==> src/rtl/fifo_pkg.sv <==
// Shared constants and helpers for the pixel-stream FIFOs.
// The default width and depth are also used by the filter tops.
package fifo_pkg;

    localparam int FIFO_DEFAULT_WIDTH = 8;
    localparam int FIFO_DEFAULT_DEPTH = 16;

    function automatic int ptr_width(input int depth);
        return $clog2(depth);
    endfunction

endpackage

==> src/rtl/fifo_fwft_if.sv <==
// Pixel-stream handshake between a producer/consumer pair and a FWFT FIFO.
// The master side drives requests and data, and the FIFO (slave) drives status.
interface fifo_fwft_if #(
    parameter int FIFO_DATA_WIDTH  = 8,
    parameter int FIFO_BUFFER_SIZE = 16
) ();

    localparam int CW = $clog2(FIFO_BUFFER_SIZE) + 1;

    logic                       wr_en;
    logic [FIFO_DATA_WIDTH-1:0] din;
    logic                       full;
    logic                       almost_full;
    logic                       rd_en;
    logic [FIFO_DATA_WIDTH-1:0] dout;
    logic                       empty;
    logic [CW-1:0]              count;
    logic                       overflow;
    logic                       underflow;

    modport master (
        output wr_en, din, rd_en,
        input  full, almost_full, dout, empty, count, overflow, underflow
    );

    modport slave (
        input  wr_en, din, rd_en,
        output full, almost_full, dout, empty, count, overflow, underflow
    );

endinterface

==> src/rtl/fifo_mem.sv <==
// Storage array for the FWFT FIFO: one synchronous write port and one asynchronous read port.
// The contents are deliberately left unreset.
module fifo_mem
    import fifo_pkg::*;
#(
    parameter int FIFO_DATA_WIDTH  = FIFO_DEFAULT_WIDTH,
    parameter int FIFO_BUFFER_SIZE = FIFO_DEFAULT_DEPTH,
    localparam int AW = ptr_width(FIFO_BUFFER_SIZE)
) (
    input  logic                       clock,
    input  logic                       we,
    input  logic [AW-1:0]              waddr,
    input  logic [FIFO_DATA_WIDTH-1:0] wdata,
    input  logic [AW-1:0]              raddr,
    output logic [FIFO_DATA_WIDTH-1:0] rdata
);

    logic [FIFO_DATA_WIDTH-1:0] mem_q [FIFO_BUFFER_SIZE];

    // Write port
    always_ff @(posedge clock) begin
        if (we) begin
            mem_q[waddr] <= wdata;
        end
    end

    assign rdata = mem_q[raddr];

endmodule

==> src/rtl/fifo_fwft.sv <==
// First-word-fall-through FIFO: pointers, occupancy, status flags and head-word gating.
// Status flags are registered decodes of the next occupancy, so they are exact one edge after each change.
module fifo_fwft
    import fifo_pkg::*;
#(
    parameter int FIFO_DATA_WIDTH  = FIFO_DEFAULT_WIDTH,
    parameter int FIFO_BUFFER_SIZE = FIFO_DEFAULT_DEPTH,
    parameter int ALMOST_FULL_LVL  = FIFO_BUFFER_SIZE - 2
) (
    input logic        clock,
    input logic        reset,
    fifo_fwft_if.slave bus
);

    localparam int AW = ptr_width(FIFO_BUFFER_SIZE);
    localparam int CW = AW + 1;
    localparam logic [CW-1:0] DEPTH_C = CW'(FIFO_BUFFER_SIZE);
    localparam logic [CW-1:0] AFULL_C = CW'(ALMOST_FULL_LVL);
    localparam logic [CW-1:0] ZERO_C  = {CW{1'b0}};

    logic [AW-1:0]              wr_ptr_q, wr_ptr_d;
    logic [AW-1:0]              rd_ptr_q, rd_ptr_d;
    logic [CW-1:0]              count_q, count_d;
    logic                       full_q, full_d;
    logic                       empty_q, empty_d;
    logic                       afull_q, afull_d;
    logic                       overflow_q, overflow_d;
    logic                       underflow_q, underflow_d;
    logic                       rd_ok_s;
    logic                       wr_ok_s;
    logic [FIFO_DATA_WIDTH-1:0] mem_rdata_s;

    // Accept decisions; a write into a full FIFO rides on a same-cycle pop
    always_comb begin
        rd_ok_s = bus.rd_en & (count_q != ZERO_C);
        wr_ok_s = bus.wr_en & ((count_q != DEPTH_C) | rd_ok_s);
    end

    // Next pointers and occupancy
    always_comb begin
        if (wr_ok_s) begin
            wr_ptr_d = wr_ptr_q + AW'(1);
        end else begin
            wr_ptr_d = wr_ptr_q;
        end

        if (rd_ok_s) begin
            rd_ptr_d = rd_ptr_q + AW'(1);
        end else begin
            rd_ptr_d = rd_ptr_q;
        end

        case ({wr_ok_s, rd_ok_s})
            2'b10:   count_d = count_q + CW'(1);
            2'b01:   count_d = count_q - CW'(1);
            default: count_d = count_q;
        endcase
    end

    // Status decodes of the next occupancy and sticky error flags
    always_comb begin
        full_d      = (count_d == DEPTH_C);
        empty_d     = (count_d == ZERO_C);
        afull_d     = (count_d >= AFULL_C);
        overflow_d  = overflow_q  | (bus.wr_en & ~wr_ok_s);
        underflow_d = underflow_q | (bus.rd_en & ~rd_ok_s);
    end

    // State registers
    always_ff @(posedge clock) begin
        if (reset) begin
            wr_ptr_q    <= {AW{1'b0}};
            rd_ptr_q    <= {AW{1'b0}};
            count_q     <= ZERO_C;
            full_q      <= 1'b0;
            empty_q     <= 1'b1;
            afull_q     <= 1'b0;
            overflow_q  <= 1'b0;
            underflow_q <= 1'b0;
        end else begin
            wr_ptr_q    <= wr_ptr_d;
            rd_ptr_q    <= rd_ptr_d;
            count_q     <= count_d;
            full_q      <= full_d;
            empty_q     <= empty_d;
            afull_q     <= afull_d;
            overflow_q  <= overflow_d;
            underflow_q <= underflow_d;
        end
    end

    fifo_mem #(
        .FIFO_DATA_WIDTH  (FIFO_DATA_WIDTH),
        .FIFO_BUFFER_SIZE (FIFO_BUFFER_SIZE)
    ) u_mem (
        .clock (clock),
        .we    (wr_ok_s & ~reset),
        .waddr (wr_ptr_q),
        .wdata (bus.din),
        .raddr (rd_ptr_q),
        .rdata (mem_rdata_s)
    );

    // The head word is only meaningful while non-empty
    always_comb begin
        if (empty_q) begin
            bus.dout = {FIFO_DATA_WIDTH{1'b0}};
        end else begin
            bus.dout = mem_rdata_s;
        end
    end

    assign bus.full        = full_q;
    assign bus.empty       = empty_q;
    assign bus.almost_full = afull_q;
    assign bus.count       = count_q;
    assign bus.overflow    = overflow_q;
    assign bus.underflow   = underflow_q;

endmodule

==> src/flat_wrapper.sv <==
// flat-port wrapper written by rule: the top's interface ports become plain ports
module fifo_fwft_flat import fifo_pkg::*;
#(
    parameter int FIFO_DATA_WIDTH  = FIFO_DEFAULT_WIDTH,
    parameter int FIFO_BUFFER_SIZE = FIFO_DEFAULT_DEPTH,
    parameter int ALMOST_FULL_LVL  = FIFO_BUFFER_SIZE - 2
)
  (clock, reset, bus_wr_en, bus_din, bus_rd_en, bus_full, bus_almost_full, bus_dout, bus_empty, bus_count, bus_overflow, bus_underflow);
  fifo_fwft_if #(.FIFO_DATA_WIDTH(FIFO_DATA_WIDTH), .FIFO_BUFFER_SIZE(FIFO_BUFFER_SIZE)) bus_i ();
  input logic clock;
  input logic reset;
  input wire logic [$bits(bus_i.wr_en)-1:0] bus_wr_en;
  input wire logic [$bits(bus_i.din)-1:0] bus_din;
  input wire logic [$bits(bus_i.rd_en)-1:0] bus_rd_en;
  output wire logic [$bits(bus_i.full)-1:0] bus_full;
  output wire logic [$bits(bus_i.almost_full)-1:0] bus_almost_full;
  output wire logic [$bits(bus_i.dout)-1:0] bus_dout;
  output wire logic [$bits(bus_i.empty)-1:0] bus_empty;
  output wire logic [$bits(bus_i.count)-1:0] bus_count;
  output wire logic [$bits(bus_i.overflow)-1:0] bus_overflow;
  output wire logic [$bits(bus_i.underflow)-1:0] bus_underflow;
  assign bus_i.wr_en = bus_wr_en;
  assign bus_i.din = bus_din;
  assign bus_i.rd_en = bus_rd_en;
  assign bus_full = bus_i.full;
  assign bus_almost_full = bus_i.almost_full;
  assign bus_dout = bus_i.dout;
  assign bus_empty = bus_i.empty;
  assign bus_count = bus_i.count;
  assign bus_overflow = bus_i.overflow;
  assign bus_underflow = bus_i.underflow;
  fifo_fwft #(.FIFO_DATA_WIDTH(FIFO_DATA_WIDTH), .FIFO_BUFFER_SIZE(FIFO_BUFFER_SIZE), .ALMOST_FULL_LVL(ALMOST_FULL_LVL)) u_core (.clock(clock), .reset(reset), .bus(bus_i));
endmodule
==> config.mk <==
export PLATFORM = sky130hd
export DESIGN_NAME = fifo_fwft_flat
export DESIGN_NICKNAME = d
export VERILOG_FILES = /design/src/rtl/fifo_pkg.sv /design/src/rtl/fifo_fwft_if.sv /design/src/rtl/fifo_mem.sv /design/src/rtl/fifo_fwft.sv /design/src/flat_wrapper.sv
export SDC_FILE = /design/constraint.sdc
export NUM_CORES = 1
export LEC_CHECK = 0
export BUFFER_PORTS_ARGS = -buffer_cell sky130_fd_sc_hd__buf_2
export CORE_UTILIZATION = 61
export CTS_BUF_LIST = sky130_fd_sc_hd__clkbuf_16
export DETAILED_ROUTE_END_ITERATION = 10
export PLACE_DENSITY_LB_ADDON = 0.15
export SLEW_MARGIN = 20
export SYNTH_ARGS = -nofsm -noshare
export SYNTH_HDL_FRONTEND = slang
export SYNTH_SLANG_ARGS = --single-unit
==> constraint.sdc <==
create_clock -name clock -period 4.85 [get_ports clock]
set_input_delay 0.485 -clock clock [delete_from_list [all_inputs] [get_ports clock]]
set_output_delay 0.485 -clock clock [all_outputs]
set_load 0.01 [all_outputs]
Word level (Yosys, flattened, before mapping)
Memories as Yosys holds them, arrays and structs flattened. A register that Yosys moved wholly into a read port is not among the register bits.
Cells that the tools add are included.
W data, S select, Z words.

storage, ports and cells
  register bits after elaboration = 18
  memory bits (writable) = 128
  output and inout bits = 18
  memories kept = 1

operators by class
  add/subtract/negate cells = 4
  magnitude comparators = 1
  equal/unequal tests = 4
  multiplexer cells = 6
  bitwise operators = 11
  reduce and logical (&&, ||, !) cells = 2

memory list
  name                depth  bits a word  read ports  clocked after Yosys merged registers in  write ports  line            source
  u_core.u_mem.mem_q  16     8            1           1                                        1            fifo_mem.sv:18  logic [FIFO_DATA_WIDTH-1:0] mem_q [FIFO_BUFFER_SIZE];

operator list
  kind                   count
  $pmux W5 S2            1
  $add A4 B1 Y4 const B  2
  $mux W4                2
  $mux W8                1
  $add A5 B1 Y5 const B  1
  $and A1 B1 Y1          5
  $eq A5 B5 Y1 const B   1
  $ge A5 B4 Y1 const B   1
  $logic_not A5 Y1       1
  $ne A5 B5 Y1 const B   1
  $reduce_bool A5 Y1     1
  $sub A5 B1 Y5 const B  1
  $not A1 Y1             3
  $or A1 B1 Y1           3
  $eq A2 B1 Y1 const B   1
  $eq A2 B2 Y1 const B   1
  $mux W1                2

Logic depth before layout (Yosys ltp)
  word-level depth = 7
  gate-level depth with buffers = 10
  mapped depth without buffers = 10

Modules after synthesis
From an unflattened synthesis, not the netlist that was laid out.

second synthesis, totals
  cell total of the unflattened synthesis = 341
  area total of the unflattened synthesis = 6042.0 µm²

modules (own cells, without submodules)
  module     instances  cells an instance  area an instance (µm²)  sequential area each (µm²)
  fifo_mem   1          221                4987.3                  3843.7
  fifo_fwft  1          120                1054.8                  360.3

Worst setup path after synthesis
OpenSTA, ideal clock, no wires.

  path type = flip-flop to flip-flop
  start point = register u_core.count_q[1] (netlist: u_core.bus.count[1])
  end point = register u_core.full_q (netlist: u_core.bus.full)
  library setup time = 0.059 ns
  arrival = 2.443 ns
  setup slack = 2.347 ns
  stages on the path, launching flop included = 11
  cells stage by stage = dfxtp_1 nor4_4 nand2_1 nand2_1 nor2_1 ha_1 a21oi_1 and2_1 mux2_2 a31oi_1 and2_1

between the ends
  word-level cells in the longest chain between the ends = 7
  elaborated cells on any way between the ends = 11

ends and longest elaborated chain
  element                                       line             source
  from (decl)                                   fifo_fwft.sv:23  logic [CW-1:0] count_q, count_d;
  from (signal assigned)                        fifo_fwft.sv:83  count_q <= count_d;
  $reduce_bool A5 Y1                            fifo_fwft.sv:35  rd_ok_s = bus.rd_en & (count_q != ZERO_C);
  $and A1 B1 Y1                                 fifo_fwft.sv:35
  $or A1 B1 Y1                                  fifo_fwft.sv:36  wr_ok_s = bus.wr_en & ((count_q != DEPTH_C) | rd_ok_s);
  $and A1 B1 Y1                                 fifo_fwft.sv:36
  $eq A2 B1 Y1 or $eq A2 B2 Y1 (tied branches)  fifo_fwft.sv:53  case ({wr_ok_s, rd_ok_s})
  $pmux W5 S2 (*)                               fifo_fwft.sv:53
  $eq A5 B5 Y1 (*)                              fifo_fwft.sv:62  full_d = (count_d == DEPTH_C);
  to (signal assigned)                          fifo_fwft.sv:84  full_q <= full_d;
  to (decl)                                     fifo_fwft.sv:24  logic full_q, full_d;

Mark *: on every way between the ends. The rest lies on a longest branch, timed or not.
A chain may end at the register's enable or synchronous reset.

==> reports/results.tsv <==
stage	metric	value	unit
power	max-vdd-ir-drop	0.2812	mV
route	vias	3193	
yosys	synthArstFlopShare	0	
cells_and_area	diodes	0	
setup_path	path_class	register to output pin	
die	num_rows	36	
yosys	ys_types	44	
setup_path	reg2reg_from	u_core.bus.count[1]$_SDFF_PP0_	
clocking	numCtsBuffers	17	
clocking	cts_resized	0	
global_routing	overflow	0	
setup_path	critPathSlowestCell	dfxtp_2	
die	die_width	101.8	µm
yosys	yosysTopAreaCell	edfxtp_1	
yosys	ys.flop_type	edfxtp_1	
route	drtAntennaViolNets	0	
route	drc	0	
flow_run	maxCapViolations	0	
worst_hold_path	hold_end	u_core.u_mem.mem_q[4][6]$_DFFE_PP_	
clocking	cts_tree	built	
power	leakage	2.281	nW
placement	dpl_worst_slack	1.765	ns
setup_path	r2r_cells	10	
status	status	finished clean	
timing	slew_headroom	0.2787	
cells_and_area	nets	391	
clocking	htreeDepth	4	
die	dieHeight	101.8	µm
yosys	syn_inst	333	
yosys	synth_top_area_share	0.6324	
timing	worst_slew_pin_slew	1.078	ns
yosys	synth_area	6078	µm²
worst_hold_path	whs_path_depth	1	
clocking	cts_setup_buffers	0	
setup_path	reg2reg_slack	1.96	ns
timing	setup_viol	0	
worst_hold_path	hp-start	bus_din[6]	
global_routing	grt_usage	0.2605	
timing	period_share	0.7024	
die	num_io_pins	30	
clocking	clockRootBuffer	clkbuf_16	
setup_path	crit_top_cell	mux4_2	
setup_path	arrival	2.92	ns
clocking	insertion_delay	0.41	ns
yosys	ys_ff_latch	150	
placement	place_hpwl	7.309	mm
setup_path	worst_setup_path_start_kind	register	
global_routing	grt_pass1_wl	18.18	mm
timing	post-route-min-period	3.407	ns
worst_hold_path	min_path_type	input port to register	
yosys	ys_warn_count	0	
timing	fin_ws	1.443	ns
global_routing	grt_pass1_vias	3098	
power	power_density	487.1	nW/µm²
placement	portBuffers	29	
timing	slew_violations	0	
setup_path	endpoint_kind	output pin	
setup_path	slowest_delay	0.77	ns
clocking	cts_hold_buf	0	
yosys	ys_seq_area_frac	0.7048	
yosys	synthTopCellsByArea	edfxtp_1, mux4_2, dfxtp_1	
route	detail_route.first_pass.iterations	5	
timing	setup_tns	0	ns
setup_path	critPathRequiredTime	4.37	ns
setup_path	path_cells	buf_4 -> mux4_2 -> mux4_2 -> nor2b_1 -> buf_2	
yosys	synth.avg_cell_area	18.25	µm²
timing	hold_viol	0	
global_routing	grt_max_degree	33	
route	routed_wl	11.98	mm
die	initial_core_util	0.6247	
yosys	synth_edf_count	128	
timing	rsz0062_at_grt	no	
die	core-area	9729	µm²
clocking	path_clk_slew	0.06	ns
route	drt-initial-drc-count	328	
global_routing	antenna_found_initial	0	
yosys	synth_nets	354	
die	die_area	10370	µm²
cells_and_area	drive_gt1_frac	0.2533	
timing	skew	0.006632	ns
cells_and_area	area_growth	12.35	%
route	viasPerCell	6.188	
timing	holdWs	0.4555	ns
timing	fmax	0.2935	GHz
clocking	cts.sinks	150	
setup_path	crit_fanout	19	
placement	place_congestion	0.8398	
clocking	clockBufferDepth	2	
setup_path	rr_endpoint	u_core.bus.empty$_SDFF_PP1_	
route	post_drt_wl_per_cell	23.22	µm
## cell families (layout without fill, tap and decap cells)
group,count (synthesis),in the layout,synth area share
AOI/OAI and AO/OA,24,24,0.02985
xor gates and xnor gates,10,10,0.01441
adders and majority gates,9,9,0.01976
buffers and inverters,16,66,0.01214
DFF,150,150,0.7048
muxes,43,43,0.1534
and+or+nand+nor,81,81,0.06567
## flip-flops by register name, summed over array words and instances, names as in the netlist, named ones only
name and count:
u_core.bus.almost_full 1, u_core.rd_ptr_q 4, u_core.wr_ptr_q 4, u_core.bus.overflow 1, u_core.bus.empty 1, u_core.bus.underflow 1, u_core.bus.count 5, u_core.u_mem.mem_q 128
u_core.bus.full 1
## routing by layer
metal,GRT usage,up-vias,share of wire
met3,0.06293,15,0.067
met5,0,-,0
met2,0.4142,145,0.50
met4,0.1011,0,0.012
met1,0.3548,1627,0.42
li1,-,1406,-
## critical path, delay by kind of cell (launching register included)
family | cells | cell delay (ns)
simple gates | 1 | 0.14
flops | 1 | 0.77
mux | 2 | 1.04
buf+inv | 2 | 0.55
## synth_stat cells, types with 5 or more instances
master,number
buf_1,5
mux4_2,40
edfxtp_1,128
a21oi_1,6
ha_1,8
nor2_1,35
nor2b_1,12
nand2_1,16
dfxtp_1,22
xnor2_1,5
xor2_1,5
## how the worst max path moves through the flow
stage / cells past startpoint / end / start
after floorplan: 10 / u_core.bus.full$_SDFF_PP0_ / u_core.bus.count[1]$_SDFF_PP0_
after global placement: 5 / bus_dout[4] / register
after detailed placement: 5 / bus_dout[1] / register
after CTS: 5 / bus_dout[1] / register
after global routing: 5 / bus_dout[1] / register
final: 5 / bus_dout[1] / register
## stage by stage
step                      utilization  power [W]  std cells  cell area [µm²]
after CTS                      0.7019   0.003348        516             6829
after floorplan                     -   0.002104        333             6078
final                          0.7019   0.003326        516             6829
after global routing           0.7019   0.003484        516             6829
after detailed placement       0.6520   0.002284        484             6344
after global placement         0.6520   0.002270        484             6344
## area by class of cell
| type | instances | area [µm²] |
|---|---|---|
| Inverter | 3 | 11.26 |
| Sequential cell | 150 | 4285 |
| Clock inverter | 15 | 60.06 |
| Clock buffer | 17 | 425.4 |
| Timing Repair Buffer | 31 | 160.2 |
| Multi-Input combinational cell | 167 | 1720 |
| Fill cell | 656 | 2900 |
| Tap cell | 133 | 166.4 |
## where the power goes
part	switching [W]	internal, W	total, W	leakage, nW
Clock	0.000448	0.000626	0.00107	0.261
Combinational	0.000314	0.000365	0.000679	0.687
Sequential	0.000120	0.00145	0.00157	1.33
## cells in the final DEF, fill, tap and decap left out, types with 5 or more instances in the layout
cell	instances
a21oi_1	6
ha_1	8
nor2b_1	12
buf_2	29
clkinv_1	7
xor2_1	5
clkbuf_16	17
inv_1	9
dfxtp_1	21
edfxtp_1	128
xnor2_1	5
mux4_2	40
nand2_1	16
nor2_1	35
(Power assumes the default switching activity.)
